**src/rtl/serial_arith_pkg.sv**
```systemverilog
// Shared types and sizing helpers for the bit-serial arithmetic blocks.
// Holds the sequencer state encoding and the bit-counter width rule.
package serial_arith_pkg;

  typedef enum logic [1:0] {
    IDLE  = 2'd0,
    SHIFT = 2'd1,
    DONE  = 2'd2
  } state_t;

  // Bit counter must index 0..width-1; a 1-bit floor keeps tiny widths legal.
  function automatic int cnt_w(input int width);
    return (width < 2) ? 1 : $clog2(width);
  endfunction

endpackage

```
**src/rtl/serial_adder_fa_cell.sv**
```systemverilog
// One-bit full-adder cell; the only arithmetic in the serial adder.
// Purely combinational, the carry loop is closed by the caller.
module fa_cell (
  input  logic a,
  input  logic b,
  input  logic c_in,
  output logic s,
  output logic c_out
);

  logic half_sum;

  assign half_sum = a ^ b;
  assign s        = half_sum ^ c_in;
  assign c_out    = (a & b) | (half_sum & c_in);

endmodule

```
**src/rtl/serial_adder.sv**
```systemverilog
// Bit-serial WIDTH-bit adder: one full-adder cell, LSB first, registered carry.
// Result, carry and signed overflow are presented WIDTH+1 cycles after start.
module serial_adder
  import serial_arith_pkg::*;
#(
  parameter int WIDTH = 8
) (
  input  logic             clk,
  input  logic             rst,
  input  logic             start,
  input  logic [WIDTH-1:0] a,
  input  logic [WIDTH-1:0] b,
  input  logic             c_in,
  output logic             busy,
  output logic             done,
  output logic [WIDTH-1:0] sum,
  output logic             c_out,
  output logic             overflow
);

  localparam int             CW   = cnt_w(WIDTH);
  localparam logic [CW-1:0]  LAST = CW'(WIDTH - 1);

  state_t           state;
  logic [WIDTH-1:0] op_a;
  logic [WIDTH-1:0] op_b;
  logic [WIDTH-1:0] acc;
  logic             carry;
  logic [CW-1:0]    cnt;
  logic             cell_s;
  logic             cell_c;

  fa_cell u_fa (
    .a     (op_a[0]),
    .b     (op_b[0]),
    .c_in  (carry),
    .s     (cell_s),
    .c_out (cell_c)
  );

  // NOTE: every register here uses non-blocking assignment so all of them
  // sample the pre-edge values of each other (carry vs. cell_c in particular).
  always_ff @(posedge clk or posedge rst) begin
    if (rst) begin
      state    <= IDLE;
      busy     <= 1'b0;
      done     <= 1'b0;
      sum      <= '0;
      c_out    <= 1'b0;
      overflow <= 1'b0;
      op_a     <= '0;
      op_b     <= '0;
      acc      <= '0;
      carry    <= 1'b0;
      cnt      <= '0;
    end else begin
      done <= 1'b0;
      case (state)
        IDLE: begin
          if (start) begin
            op_a  <= a;
            op_b  <= b;
            carry <= c_in;
            cnt   <= '0;
            acc   <= '0;
            busy  <= 1'b1;
            state <= SHIFT;
          end
        end

        SHIFT: begin
          acc   <= {cell_s, acc[WIDTH-1:1]};
          op_a  <= op_a >> 1;
          op_b  <= op_b >> 1;
          carry <= cell_c;
          if (cnt == LAST) begin
            // carry still holds the carry into the MSB on this edge.
            sum      <= {cell_s, acc[WIDTH-1:1]};
            c_out    <= cell_c;
            overflow <= carry ^ cell_c;
            done     <= 1'b1;
            state    <= DONE;
          end else begin
            cnt <= cnt + 1'b1;
          end
        end

        DONE: begin
          busy  <= 1'b0;
          state <= IDLE;
        end

        default: begin
          busy  <= 1'b0;
          state <= IDLE;
        end
      endcase
    end
  end

endmodule

```
**config.mk**
```make
export PLATFORM = sky130hd
export DESIGN_NAME = serial_adder
export DESIGN_NICKNAME = d
export VERILOG_FILES = /design/src/rtl/serial_arith_pkg.sv /design/src/rtl/serial_adder_fa_cell.sv /design/src/rtl/serial_adder.sv
export SDC_FILE = /design/constraint.sdc
export NUM_CORES = 1
export LEC_CHECK = 0
export CELL_PAD_IN_SITES_DETAIL_PLACEMENT = 0
export CELL_PAD_IN_SITES_GLOBAL_PLACEMENT = 1
export CORE_MARGIN = 5
export CORE_UTILIZATION = 46
export CTS_CLUSTER_SIZE = 12
export DETAILED_ROUTE_END_ITERATION = 8
export HOLD_SLACK_MARGIN = 0.05
export MAX_ROUTING_LAYER = met4
export PLACE_DENSITY = 0.84
export SLEW_MARGIN = 30
export SYNTH_ARGS = -nofsm -noshare
export SYNTH_HDL_FRONTEND = slang
export SYNTH_HIERARCHICAL = 1
export SYNTH_SLANG_ARGS = --single-unit
```
**constraint.sdc**
```tcl
create_clock -name clk -period 2.9 [get_ports clk]
set_clock_uncertainty 0.1 [all_clocks]
set_input_delay 0.435 -clock clk [delete_from_list [all_inputs] [get_ports clk]]
set_output_delay 0.435 -clock clk [all_outputs]
set_load 0.05 [all_outputs]
```
==> Yosys cells after proc, flatten, opt, wreduce, memory -nomap -nowiden <==
Index checks and enable logic that the tools add are counted.
Widths: inputs -> output; s select.
{ "totals": {"n_memories": 0, "input_bits": 20, "register_bits": 42, "rom_bits": 0, "latchBits": 0, "ramBits": 0, "elab_cells": 49, "output_inout_bits": 12} }
{ "classes": {"n_mul": 0, "reduce_logical": 7, "add_sub_neg": 1, "order_cmp": 0, "n_mux": 18, "bitwise": 7, "eq_ne": 5, "div_mod_pow": 0, "n_shift": 0} }
{ "ops": {"columns": ["operator", "n"], "rows": [
  ["$pmux 8 s2", 3],
  ["$mux 8", 3],
  ["$reduce_and 2->1", 4],
  ["$mux 3", 2],
  ["$ne 2x2->1 const B", 3],
  ["$pmux 3 s2", 1],
  ["$mux 1", 4],
  ["$mux 2", 2],
  ["$pmux 1 s2", 2],
  ["$pmux 2 s2", 1],
  ["$add 3x1->3 const B", 1],
  ["$eq 3x3->1 const B", 1],
  ["$reduce_and 3->1", 1],
  ["$xor 1x1->1", 3],
  ["$and 1x1->1", 2],
  ["$eq 2x1->1 const B", 1],
  ["$logic_not 2->1", 1],
  ["$reduce_bool 2->1", 1],
  ["$not 1->1", 1],
  ["$or 1x1->1", 1]
]} }

==> Longest topological paths before layout <==
Gate-level depths: netlist (run 1).
{ "depth": {"ltp_word": 4, "mapped_depth": 5} }

==> By module <==
Netlist (run 1), hierarchy kept.
{ "modules_own_cells": {"columns": ["mod", "seq_area_each_um2", "area_per_inst_um2", "cells_per_inst", "instances"], "rows": [
  ["serial_adder", 1026.0, 2016.9, 160, 1],
  ["fa_cell", 0.0, 20.0, 1, 1]
]} }

==> Worst setup path before layout (run 1) <==
OpenSTA, ideal clock, no wires.
{ "synth_path": {"kind": "reg2reg", "from": "register cnt[0]", "to": "register sum[0]", "path_buffers": 1, "path_stages_with_launch": 6, "setup_slack_ns": 1.280, "period_less_slack_ns": 1.620, "required_time_ns": 2.675, "arrival_time_ns": 1.395, "cell_sequence": "dfrtp_1 > ha_1 > ha_1 > nand3b_4 > buf_6 > mux2_4"} }
{ "synth_between": {"elab_chain_cells": 2} }
{ "synth_rtl": {"columns": ["item", "line_no", "rtl"], "rows": [
  ["start: declaration", "serial_adder.sv:29", "logic [CW-1:0] cnt;"],
  ["start signal: assignment", "serial_adder.sv:84", "cnt <= cnt + 1'b1;"],
  ["$eq 3x3->1", "serial_adder.sv:76", "if (cnt == LAST) begin"],
  ["$reduce_and 2->1 (no line)", null, null],
  ["end signal: assignment", "serial_adder.sv:78", "sum <= {cell_s, acc[WIDTH-1:1]};"],
  ["end: declaration", "serial_adder.sv:16", "output logic [WIDTH-1:0] sum,"]
]} }
Every way passes these cells.
A chain may end at the register's enable or synchronous reset.

==> Worst setup path in the final report (run 1) <==
{ "layout_path": {"from": "register sum[2]", "to": "output sum[2]"} }
No word-level cell between the ends.

==> summary.md, run 1 <==
| Metric | Value |
|---|---|
| Drt pass-1 iters | `5` |
| Core area | `4320 um^2` |
| Syn_nets | `184` |
| Slew headroom | `49.6%` |
| PwrDens | `1080 nW/um^2` |
| DRC viols | `0` |
| Worst Path Buf+Inv | `1` |
| Overflow after GRT | `0` |
| Hold Fails Final Rpt | `0` |
| Post-route ant nets | `0` |
| Seq/Total Area, Yosys | `50.4%` |
| Number of global-route vias before repair | `1426` |
| Tcrit/Tclk final | `68.2%` |
| Htree depth | `2` |
| Total Nets Final | `215` |
| P_leak | `1.14 nW` |
| Synthesized flop and latch total | `41` |
| Max FO, Critical Path | `2` |
| # diodes | `0` |
| Met1 Usage GRT | `16.8%` |
| CTS Sinks | `41` |
| Routed vias/inst | `5.46` |
| Final setup TNS | `0 ns` |
| Total chip power | `2.63 mW` |
| Post-Syn Instances | `161` |
| Hold_ws | `0.399 ns` |
| Initial Util | `47.1%` |
| Worst slack, placed | `0.731 ns` |
| Largest net degree at the start of global routing | `42` |
| Max Buffers Root-to-Sink | `2` |
| GR Util All Layers | `13.8%` |
| RSZ-0062 raised after global routing | `no` |
| Horiz. Die Dim | `76.5 um` |
| Crit path largest cell delay | `0.81 ns` |
| FMAX | `0.506 GHz` |
| Total Wirelength | `3700 um` |
| Status | `finished, final reports clean` |
| Max VDD drop | `0.434 mV` |
| Finished Cell Area | `2440 um^2` |
| Row count | `24` |
| Hpwl dp | `2590 um` |
| TritonCTS clock tree | `done` |
| Routed via count | `1332` |
| Worst Tran Pin Value | `0.754 ns` |
| Post-CTS Resized | `0` |
| Die area | `5860 um^2` |
| Family with the most delay on the worst path | `buffers and inverters` |
| Share of layout cells above drive strength 1 | `17.7%` |
| Clk Latency, worst-skew pair | `0.28 ns` |
| IO Count | `32` |
| Final min period | `1.98 ns` |
| Met3 Use GR | `3.66%` |
| Initial DRC Count | `74` |
| Final setup fails | `0` |
| Critical path capture point type | `output pin` |
| Yosys top cell area share | `50.4%` |
| Placer Congestion | `0.742` |
| Yosys cell types | `32` |
| Average cell area after synthesis | `12.7 um^2` |
| Initial antenna violation count | `0` |
| Synth-to-layout area growth | `19.6%` |
| WP data arrival | `1.44 ns` |
| Slowest-stage cell, CP | `clkdlybuf4s50_1` |
| CTS root buf | `clkbuf_8` |
| Async SR Flop Fraction | `100%` |
| Area leader, netlist | `dfrtp_1` |
| Max Slew Vio Count | `0` |
| EDFF count, synth | `0` |
| First-pass GRT wire length | `6550 um` |
| Crit path cell chain | `clkdlybuf4s50_1` |
| Routed wire length per instance | `15.2 um` |
| Gr busiest metal | `met2` |
| Met2 Use GR | `22.9%` |
| Max cap viols | `0` |
| CP Class | `register to output pin` |
| Critical path required time | `2.37 ns` |
| Worst Setup Start Kind | `register` |
| Ys flop type | `dfrtp_1` |
| Setup repair bufs after CTS | `0` |
| CTS Hold Bufs | `0` |
| Clock slew at reported path FFs | `0.08 ns` |
| Yosys synthesis warning count | `6` |
| Worst Hold Class | `register to register` |
| I/O Buffers | `31` |
| Num CTS Buffers | `5` |
| Chip Height | `76.5 um` |
| Area after DPL | `2350 um^2` |
| Synth Cell Area | `2040 um^2` |
| Top post-synthesis cells by area | `dfrtp_1 50%, a221oi_2 6.6%, mux2_4 5.9%` |
| Post-route setup slack | `0.922 ns` |
## cell usage in the layout (no fill, tap or decap), types with 2 or more instances in the layout
cell and n:
ha_1 2, a22o_1 7, and3_1 3, a211o_1 3, mux2_4 8, clkbuf_8 6, buf_4 5, nor2b_1 15
a221oi_2 9, nor4bb_1 2, nand2_1 2, clkdlybuf4s50_1 31, o221ai_1 2, nor3b_1 12, nand3b_1 2, inv_1 22
a222oi_1 3, mux2_2 2, a221oi_1 3, a21oi_1 2, dfrtp_1 41
## synthesized netlist by cell type, types with 2 or more instances
master     n
nand2_1    2
a222oi_1   3
and3_1     3
nor4bb_1   2
buf_6      6
buf_4      2
dfrtp_1   41
a211o_1    3
ha_1       2
o221ai_1   2
a22o_1     7
clkbuf_1   2
nor2b_1   15
mux2_2     2
inv_1     22
nor3b_1   12
a221oi_1   3
nand3b_1   2
a21oi_1    2
mux2_4     8
a221oi_2   9
## cell families (layout without fill, tap and decap cells)
logic type	after synthesis	in the layout	synth area share [%]
buf+inv	34	65	8.97
flops	41	41	50.4
simple gates	42	42	15.0
fa+ha+maj	3	3	2.21
compound gates	30	30	16.0
xor+xnor	1	1	0.430
mux	10	10	7.00
## per-layer routing
metal	share of wire [%]	vias to the layer above
li1	-	631
met4	0.46	0
met2	48	39
met3	5.0	2
met5	0	-
met1	46	660
## state kept, by name (all words and copies together) (netlist names)
register	cells
overflow	1
sum	8
op_b	8
cnt	3
c_out	1
busy	1
done	1
acc	7
op_a	8
state	2
carry	1
## worst paths after layout
check | slack, ns | end | startpoint | depth (start not counted)
max | 0.92 | sum[2] | sum[2]$_DFFE_PP0P_ | 1
min | 0.40 | op_a[7]$_DFFE_PP0P_ | op_a[7]$_DFFE_PP0P_ | 2
max reg2reg | 1.13 | op_a[4]$_DFFE_PP0P_ | state[0]$_DFFE_PP0P_ | 2
min reg2reg | 0.40 | op_a[7]$_DFFE_PP0P_ | op_a[7]$_DFFE_PP0P_ | 2
max in group asynchronous | 1.85 | acc[6]$_DFFE_PP0P_ | rst | 3
min in group asynchronous | 0.49 | cnt[2]$_DFFE_PP0P_ | rst | 3
## power by group
group	internal [mW]	total, mW	switching, mW
sequential	0.827	1.01	0.188
combinational	0.599	1.25	0.654
clock	0.189	0.368	0.179
total	1.61	2.63	1.02
## stage by stage
step	util (%)	std cells
after global routing	56.3	244
after CTS	56.3	244
after detailed placement	54.3	237
final	56.3	244
after global placement	54.3	237
after floorplan	-	161
## final cells by class
cell class / count / area, um^2
Sequential cell: 41 / 1030
Inverter: 22 / 82.6
Clock buffer: 7 / 86.3
Multi-Input combinational cell: 86 / 828
Fill cell: 373 / 1890
Tap cell: 52 / 65.1
Timing Repair Buffer: 36 / 348
Note: power is estimated with default switching activity, not from simulation.
==> run 2, diff against run 1 <==
- CORE_UTILIZATION: 46 -> 43
- PLACE_DENSITY: 0.84 -> 0.79
- clock period: 2.9 -> 1.9 ns (I/O delays scaled with it)
==> summary.md, run 2 (synthesis results as in run 1) <==
| Metric | Value |
|---|---|
| Crit path to | `c_out` |
| CTS root buf | `clkbuf_8` |
| # diodes | `0 (unchanged)` |
| Worst Hold Class | `input port to asynchronous set/reset pin` |
| Initial DRC Count | `84 (+14%)` |
| Biggest regs | `op_a x8, op_b x8, sum x8` |
| Chip Height | `78.8 um (+3.0%)` |
| Tcrit/Tclk final | `97.4%` |
| Num CTS Buffers | `5 (unchanged)` |
| Initial antenna violation count | `0 (unchanged)` |
| Routed wire length per instance | `16.1 um (+6.2%)` |
| Switch Pwr | `1.64 mW (+61%)` |
| PwrDens | `1700 nW/um^2 (+57%)` |
| # fillers | `408 (+9.4%)` |
| Worst slack, placed | `0.151 ns (-0.580 ns)` |
| Row count | `25 (+4.2%)` |
| Critical path capture point type | `output pin` |
| Logic pwr share | `46.6% (-0.9 points)` |
| Share of layout cells above drive strength 1 | `21.4% (+3.7 points)` |
| Slowest-stage cell, CP | `clkdlybuf4s50_1` |
| Final setup TNS | `0 ns (unchanged)` |
| DP Cell Count | `242 (+2.1%)` |
| Number of global-route vias before repair | `1461 (+2.5%)` |
| Critical Path Start | `c_out$_DFFE_PP0P_` |
| Total chip power | `4.22 mW (+60%)` |
| Hpwl dp | `2900 um (+12%)` |
| IO Count | `32 (unchanged)` |
| Total Nets Final | `218 (+1.4%)` |
| Worst Tran Pin Value | `0.841 ns (+0.0866 ns)` |
| P_leak | `1.20 nW (+4.8%)` |
| Die area | `6210 um^2 (+6.0%)` |
| Clk Latency, worst-skew pair | `0.30 ns (+0.02 ns)` |
| FF-to-FF setup slack | `0.16 ns (-0.97 ns)` |
| Routed vias/inst | `5.46 (about the same)` |
| WP data arrival | `1.46 ns (+0.02 ns)` |
| Hold Fails Final Rpt | `0 (unchanged)` |
| Drt pass-1 iters | `4 (-1)` |
| Worst Path Buf+Inv | `1 (unchanged)` |
| Clock slew at reported path FFs | `0.08 ns (about the same)` |
| Htree depth | `2 (unchanged)` |
| Status | `finished, final reports clean` |
| Routed via count | `1365 (+2.5%)` |
| Total Wirelength | `4030 um (+8.9%)` |
| Levels on crit path | `1 (unchanged)` |
| I/O Buffers | `31 (unchanged)` |
| Max cap viols | `0 (unchanged)` |
| Setup repair bufs after CTS | `0 (unchanged)` |
| Slew headroom | `43.9% (-5.7 points)` |
| Max Slew Vio Count | `0 (unchanged)` |
| Crit path largest cell delay | `0.81 ns (about the same)` |
| Final core occ | `53.4% (-3.0 points)` |
| Max VDD drop | `0.651 mV (+50%)` |
| Worst R2R End | `c_out$_DFFE_PP0P_` |
| Final min period | `1.85 ns` |
| Reg2reg path depth | `4 (+2)` |
| Max Buffers Root-to-Sink | `2 (unchanged)` |
| GR Util All Layers | `14.6% (+0.88 points)` |
| Critical path required time | `1.51 ns (-0.86 ns)` |
| TritonCTS clock tree | `done` |
| CP Class | `register to output pin` |
| Placer Congestion | `0.747 (+0.58%)` |
| DRC viols | `0 (unchanged)` |
| Internal | `2.59 mW (+60%)` |
| Finished Cell Area | `2490 um^2 (+2.1%)` |
| Sw Share | `38.8% (+0.049 points)` |
| Worst Setup Start Kind | `register` |
| Core area | `4660 um^2 (+7.8%)` |
| CTS Sinks | `41 (unchanged)` |
| First-pass GRT wire length | `6960 um (+6.2%)` |
| Max FO, Critical Path | `2 (unchanged)` |
| Post-route setup slack | `0.0503 ns (-0.872 ns)` |
| Initial Util | `43.7% (-3.4 points)` |
| Hold_ws | `0.300 ns (-0.0992 ns)` |
| RSZ-0062 raised after global routing | `no` |
| Most frequent cells in the layout | `41 x dfrtp_1, 26 x clkdlybuf4s50_1, 22 x inv_1, 15 x nor2b_1, 12 x nor3b_1` |
| Synth-to-layout area growth | `22.1%` |
| FMAX | `0.541 GHz` |
| Horiz. Die Dim | `78.8 um (+3.0%)` |
| Cell Count, Final, Fillers Out | `250 (+2.5%)` |
| Area after DPL | `2370 um^2 (+0.75%)` |
| Crit path cell chain | `clkdlybuf4s50_1` |
| Post-route ant nets | `0 (unchanged)` |
| Worst r2r src | `cnt[0]$_DFFE_PP0P_` |
| Overflow after GRT | `0 (unchanged)` |
| Final setup fails | `0 (unchanged)` |
| Largest net degree at the start of global routing | `42 (unchanged)` |
| Seq pwr share | `36.5% (-2.0 points)` |
| Clock power share | `16.9% (+2.9 points)` |
| Family with the most delay on the worst path | `buffers and inverters` |
| Most common cell after layout, fill and taps aside | `dfrtp_1` |
[run 2: cell types whose count changed in the layout (fill, tap and decap cells not counted), sizes merged]
cell	delta
clkinvlp	+1
clkbuf	-2
bufinv	+1
clkdlybuf4s50	-5
buf	+6
clkinv	+1
dlymetal6s2s	+2
[run 2: per-layer routing]
metal | track usage [%] | part of all wire [%] | vias to the layer above
met5 | - | 0 | -
met4 | 6.87 | 1.8 | 0
met3 | 3.06 | 3.9 | 10
met2 | 24.4 | 51 | 35
met1 | 17.1 | 43 | 682
li1 | - | - | 638
[run 2: power groups by stage]
stage	logic (mW)	registers, mW	clock network, mW
6_report	1.97	1.54	0.712
3_5_place_dp	2.00	1.56	0
5_1_grt	2.15	1.59	0.769
2_1_floorplan	1.21	1.85	0
3_3_place_gp	1.92	1.53	0
4_1_cts	2.00	1.55	0.719
[run 2: timing repair]
item | CTS | global route
gates resized for setup | 0 | 2
setup endpoints to repair | 0 | 2
hold buffers | 0 | 0
[run 2: cell type report]
cell class	count	area [um^2]	area share [%]
sequential	41	1030	41.2
multi-input combinational	86	828	33.3
timing repair buffer	39	368	14.8
inverter	22	82.6	3.32
clock buffer	5	68.8	2.77
tap	54	67.6	2.72
clock inverter	3	46.3	1.86
[run 2: worst min-delay path by stage]
stage,start,end,slack [ns],depth (start not counted)
floorplan,op_a[7]$_DFFE_PP0P_,op_a[7]$_DFFE_PP0P_,0.36,2
global route,rst,sum[0]$_DFFE_PP0P_,0.35,3
global placement,op_b[7]$_DFFE_PP0P_,op_b[7]$_DFFE_PP0P_,0.37,2
finish,rst,sum[1]$_DFFE_PP0P_,0.30,3
detailed placement,op_a[7]$_DFFE_PP0P_,op_a[7]$_DFFE_PP0P_,0.39,2
CTS,rst,sum[0]$_DFFE_PP0P_,0.33,3
